## src/rtl/cam_pkg.sv

```systemverilog
// Shared CAM definitions for the write and lookup ports.
// Latency: n/a (types, constants and a pure helper function only).
// Backpressure: n/a.
package cam_pkg;

  localparam int CAM_DEPTH = 8;
  localparam int CAM_WIDTH = 4;

  typedef logic [2:0] cam_addr_t;
  typedef logic [3:0] cam_data_t;

  // Number of set bits in a valid vector, 0..8.
  function automatic logic [3:0] cam_popcount(input logic [CAM_DEPTH-1:0] v);
    logic [3:0] n;
    n = '0;
    for (int i = 0; i < CAM_DEPTH; i++) begin
      n = n + {3'b000, v[i]};
    end
    return n;
  endfunction

endpackage

```

## src/rtl/free_slot_finder.sv

```systemverilog
// Lowest-zero encoder over the CAM valid vector.
// Latency: purely combinational.
// Backpressure: none; found=0 tells the caller the CAM is full.
module free_slot_finder
  import cam_pkg::*;
(
  input  logic [CAM_DEPTH-1:0] valid,
  output cam_addr_t            idx,
  output logic                 found
);

  // Scan from the top down so the last hit written is the lowest free index.
  always_comb begin
    idx   = '0;
    found = 1'b0;
    for (int i = CAM_DEPTH - 1; i >= 0; i--) begin
      if (!valid[i]) begin
        idx   = 3'(i);
        found = 1'b1;
      end
    end
  end

endmodule

```

## src/rtl/write_ports_cam.sv

```systemverilog
// CAM storage with direct-write, allocate-lowest-free and delete-by-value commands.
// Latency: one cycle; every output reflects the command sampled at the previous edge.
// Backpressure: none; one command per cycle, priority wr > alloc > del, losers dropped.
module write_ports_cam
  import cam_pkg::*;
#(
  parameter int DEPTH = CAM_DEPTH,
  parameter int WIDTH = CAM_WIDTH
) (
  input  logic             clk,
  input  logic             reset,
  input  logic             wr_en,
  input  cam_addr_t        wr_addr,
  input  cam_data_t        wr_data,
  input  logic             alloc_en,
  input  cam_data_t        alloc_data,
  input  logic             del_en,
  input  cam_data_t        del_data,
  output logic [WIDTH-1:0] q [DEPTH],
  output logic [DEPTH-1:0] entry_valid,
  output logic             alloc_ok,
  output logic             alloc_fail,
  output cam_addr_t        alloc_addr,
  output logic             del_hit,
  output logic [3:0]       count,
  output logic             full,
  output logic             empty
);

  logic [WIDTH-1:0] mem_q [DEPTH];
  logic [WIDTH-1:0] mem_d [DEPTH];
  logic [DEPTH-1:0] valid_q, valid_d;
  cam_addr_t        alloc_addr_q, alloc_addr_d;
  logic             alloc_ok_q, alloc_ok_d;
  logic             alloc_fail_q, alloc_fail_d;
  logic             del_hit_q, del_hit_d;
  logic [3:0]       count_q, count_d;
  logic             full_q, full_d;
  logic             empty_q, empty_d;

  cam_addr_t free_idx;
  logic      free_found;

  free_slot_finder u_free_slot_finder (
    .valid (valid_q),
    .idx   (free_idx),
    .found (free_found)
  );

  // Next-state for storage, valid bits, pulses and occupancy from the winning command.
  always_comb begin
    mem_d        = mem_q;
    valid_d      = valid_q;
    alloc_addr_d = alloc_addr_q;
    alloc_ok_d   = 1'b0;
    alloc_fail_d = 1'b0;
    del_hit_d    = 1'b0;

    if (wr_en) begin
      mem_d[wr_addr]   = wr_data;
      valid_d[wr_addr] = 1'b1;
    end else if (alloc_en) begin
      if (free_found) begin
        mem_d[free_idx]   = alloc_data;
        valid_d[free_idx] = 1'b1;
        alloc_addr_d      = free_idx;
        alloc_ok_d        = 1'b1;
      end else begin
        alloc_fail_d = 1'b1;
      end
    end else if (del_en) begin
      // Invalid entries already hold zero, so only valid matches need clearing.
      for (int i = 0; i < DEPTH; i++) begin
        if (valid_q[i] && (mem_q[i] == del_data)) begin
          mem_d[i]   = '0;
          valid_d[i] = 1'b0;
          del_hit_d  = 1'b1;
        end
      end
    end

    // Occupancy derived from the same next-state valid vector keeps it in lockstep.
    count_d = cam_popcount(valid_d);
    full_d  = (count_d == 4'd8);
    empty_d = (count_d == 4'd0);
  end

  // State registers; reset clears everything immediately.
  always_ff @(posedge clk or posedge reset) begin
    if (reset) begin
      for (int i = 0; i < DEPTH; i++) begin
        mem_q[i] <= '0;
      end
      valid_q      <= '0;
      alloc_addr_q <= '0;
      alloc_ok_q   <= 1'b0;
      alloc_fail_q <= 1'b0;
      del_hit_q    <= 1'b0;
      count_q      <= '0;
      full_q       <= 1'b0;
      empty_q      <= 1'b1;
    end else begin
      mem_q        <= mem_d;
      valid_q      <= valid_d;
      alloc_addr_q <= alloc_addr_d;
      alloc_ok_q   <= alloc_ok_d;
      alloc_fail_q <= alloc_fail_d;
      del_hit_q    <= del_hit_d;
      count_q      <= count_d;
      full_q       <= full_d;
      empty_q      <= empty_d;
    end
  end

  assign q           = mem_q;
  assign entry_valid = valid_q;
  assign alloc_addr  = alloc_addr_q;
  assign alloc_ok    = alloc_ok_q;
  assign alloc_fail  = alloc_fail_q;
  assign del_hit     = del_hit_q;
  assign count       = count_q;
  assign full        = full_q;
  assign empty       = empty_q;

endmodule

```

## config.mk

```make
export PLATFORM = sky130hd
export DESIGN_NAME = write_ports_cam
export DESIGN_NICKNAME = d
export VERILOG_FILES = /design/src/rtl/cam_pkg.sv /design/src/rtl/free_slot_finder.sv /design/src/rtl/write_ports_cam.sv
export SDC_FILE = /design/constraint.sdc
export NUM_CORES = 1
export LEC_CHECK = 0
export CAP_MARGIN = 20
export CORE_MARGIN = 3
export CORE_UTILIZATION = 55
export DETAILED_ROUTE_END_ITERATION = 6
export PLACE_DENSITY = 0.86
export SYNTH_ARGS = -nofsm -noshare
export SYNTH_HDL_FRONTEND = slang
export SYNTH_HIERARCHICAL = 1
export SYNTH_SLANG_ARGS = --single-unit
```

## constraint.sdc

```tcl
create_clock -name clk -period 6.7 [get_ports clk]
set_input_delay 1.34 -clock clk [delete_from_list [all_inputs] [get_ports clk]]
set_output_delay 1.34 -clock clk [all_outputs]
set_load 0.01 [all_outputs]
```

==> flow_summary.json <==
{
  "crit_path_end": "full",
  "synth.largest_area_cell": "dfrtp_1",
  "ys_dominant_reg_cell": "dfrtp_1",
  "yosysMostFrequentCell": "dfrtp_1",
  "synth_cells": 307,
  "synthArstFlopShare": 1.00,
  "worst_slew_pin_slew_ns": 0.901,
  "num_vias": 2856,
  "synth-seq-area-share": 0.407,
  "floorplan.initialDensity": 0.574,
  "grt_pass1_wl_um": 14300,
  "yosys-top-cells-area": "dfrtp_1, mux2_2, xor2_1",
  "die_width_um": 82.3,
  "r2r-start": "entry_valid[2]",
  "cp_top_family": "adder cells",
  "drive_gt1_frac": 0.157,
  "grt_pass1_vias": 2768,
  "cts_buffers": 5,
  "worst-setup-path-type": "primary input to flip-flop",
  "final_area_mm2": 0.00405,
  "synth_area_per_cell_um2": 10.4,
  "regToRegEndpoint": "full",
  "synth_fp_nets": 334,
  "fp-row-count": 27,
  "place_hpwl_um": 6670,
  "via_per_inst": 6.39,
  "clock-sinks": 52,
  "fin_crit_sh": 0.840,
  "area_delta_synth_final_pct": 26.6,
  "clk_latency_ns": 0.32,
  "diodes": 0,
  "place_ws_ns": 0.726,
  "crit_start": "del_data[3]",
  "arrival_ns": 5.85,
  "cp.depth": 14,
  "hold_path.class": "flip-flop to flip-flop",
  "antenna_found_initial": 0,
  "ys_warn_count": 6,
  "syn_area_mm2": 0.00320,
  "cp_max_fo": 8,
  "grt_max_degree": 53,
  "cts_resized": 0,
  "tns_ns": 0,
  "maxCapViolCount": 0,
  "vdd_ir_drop_max_mv": 0.267,
  "clockBufferDepth": 2,
  "placed_area_mm2": 0.00393,
  "finalHoldViolCount": 0,
  "portBuffers": 71,
  "first_pass_iters": 5,
  "clock_skew_ns": 0.00566,
  "grt_use_total": 0.287,
  "nNetsFinal": 401,
  "post_cts_buffers": 0,
  "totalWireLength_um": 9310,
  "dieArea_mm2": 0.00677,
  "p_per_area_mw_per_mm2": 424,
  "drtIter0Drc": 314,
  "drc": 0,
  "overflow": 0,
  "cts_htree_levels": 2,
  "cts_tree": "built",
  "drv_slew": 0,
  "die_y_um": 82.3,
  "place_congestion": 0.984,
  "setup_violations": 0,
  "required_ns": 6.92,
  "fp.coreArea_mm2": 0.00557,
  "cp_common_cell": "fa_1",
  "yosys-top-cells-count": "dfrtp_1, mux2_2, o22ai_1",
  "synth-seq-cells": 52,
  "cp-end-kind": "flip-flop",
  "finalWorstSetupSlack_ns": 1.07,
  "outcome": "complete, no violations",
  "synth_edf_count": 0,
  "holdBufCountCts": 0,
  "max_stage_delay_ns": 0.70,
  "reg2reg_setup_slack_ns": 2.02,
  "io_pins": 72,
  "synth_cell_types": 48,
  "start_kind": "primary input",
  "netlist.area_leader.share": 0.399,
  "path_buf_inv": 4,
  "rsz0062_at_grt": "false",
  "critPathSlowestCell": "clkdlybuf4s50_1",
  "path_clk_slew_ns": 0.10,
  "max_freq_ghz": 0.178,
  "routedWlPerCell_um": 20.8,
  "relSlewSlack": 0.399,
  "r2r_cells": 15,
  "cts-root-buf": "clkbuf_8",
  "ant_nets": 0,
  "post-route-min-period_ns": 5.63,
  "p_leak_uw": 0.00176,
  "crit_path_cell_trace": "clkdlybuf4s50_1 -> xor2_1 -> nor4_1 -> nand2_1 -> a221oi_1 -> fa_1 -> inv_1 -> fa_1 -> fa_1 -> ha_1 -> inv_1 -> fa_1 -> inv_1 -> nor4b_1"
}
report_power, final:
group | internal (µW) | switching [µW] | total (µW)
clock network | 76.8 | 113 | 189
registers | 408 | 89.4 | 498
logic | 475 | 556 | 1030
total | 960 | 758 | 1720
routing by layer:
metal | vias up | routed length [µm] | part of all wire | global-route usage
li1 | 1268 | - | - | -
met1 | 1371 | 3790 | 0.41 | 0.375
met2 | 190 | 4310 | 0.46 | 0.451
met3 | 27 | 966 | 0.10 | 0.0803
met4 | 0 | 241 | 0.026 | 0.115
met5 | - | 0 | 0 | 0
state kept, by name, summed over array words and instances (netlist names):
name and flops:
alloc_fail 1, alloc_ok 1, q 32, empty 1, entry_valid 8, alloc_addr 3, del_hit 1, count 4
full 1
placed cells by master, fill, tap and decap left out, types with 2 or more instances in the layout:
| master | n |
|---|---|
| or3b_2 | 2 |
| nand2_1 | 32 |
| o22ai_1 | 33 |
| a221o_1 | 2 |
| clkdlybuf4s50_1 | 71 |
| a221oi_1 | 2 |
| ha_1 | 3 |
| a21oi_1 | 3 |
| dfrtp_1 | 51 |
| nand3_1 | 4 |
| and2_1 | 2 |
| nor4_1 | 6 |
| nand3b_1 | 6 |
| a31oi_1 | 3 |
| or2_1 | 4 |
| nor2_1 | 8 |
| or3_1 | 3 |
| nor4_2 | 2 |
| fa_1 | 4 |
| xor2_1 | 32 |
| nand4_1 | 5 |
| or3b_4 | 2 |
| nor3b_1 | 2 |
| buf_4 | 4 |
| nor2b_1 | 5 |
| mux2_2 | 35 |
| nor3_1 | 2 |
| a222oi_1 | 7 |
| inv_1 | 14 |
| clkbuf_8 | 5 |
layout make-up:
type	count	area (µm²)
clock buffers	5	68.8
clock inverters	3	27.5
fillers	440	1530
inverters	15	56.3
multi-input cells	224	1740
flip-flops and latches	52	1300
well taps	72	90.1
repair buffers	76	761
worst min path at each step:
stage / startpoint / to / slack (ns) / cells after the start
after floorplan: alloc_addr[0] / alloc_addr[0] / 0.55 / 1
after global placement: alloc_addr[1] / alloc_addr[1] / 0.49 / 1
after detailed placement: alloc_addr[2] / alloc_addr[2] / 0.51 / 1
after CTS: alloc_addr[1] / alloc_addr[1] / 0.54 / 1
after global routing: alloc_addr[1] / alloc_addr[1] / 0.54 / 1
final: alloc_addr[1] / alloc_addr[1] / 0.53 / 1
cell families after synthesis:
kind of cell	Yosys count	share of synthesized area
multiplexers	35	0.123
AND/OR/NAND/NOR	90	0.161
flip-flops	52	0.407
AO/OA/AOI/OAI	59	0.133
adder cells (fa/ha/maj)	7	0.0368
buffers and inverters	31	0.0477
XOR/XNOR	33	0.0904
metrics by stage:
stage | instances | util | hold WS (ns) | power [µW]
after floorplan | 307 | - | 0.551 | 1160
after global placement | 438 | 0.705 | 0.492 | 1480
after detailed placement | 438 | 0.705 | 0.509 | 1520
after CTS | 446 | 0.723 | 0.536 | 1710
after global routing | 447 | 0.726 | 0.543 | 1850
final | 447 | 0.726 | 0.528 | 1720
No activity file was read; power rests on OpenSTA's default activity.
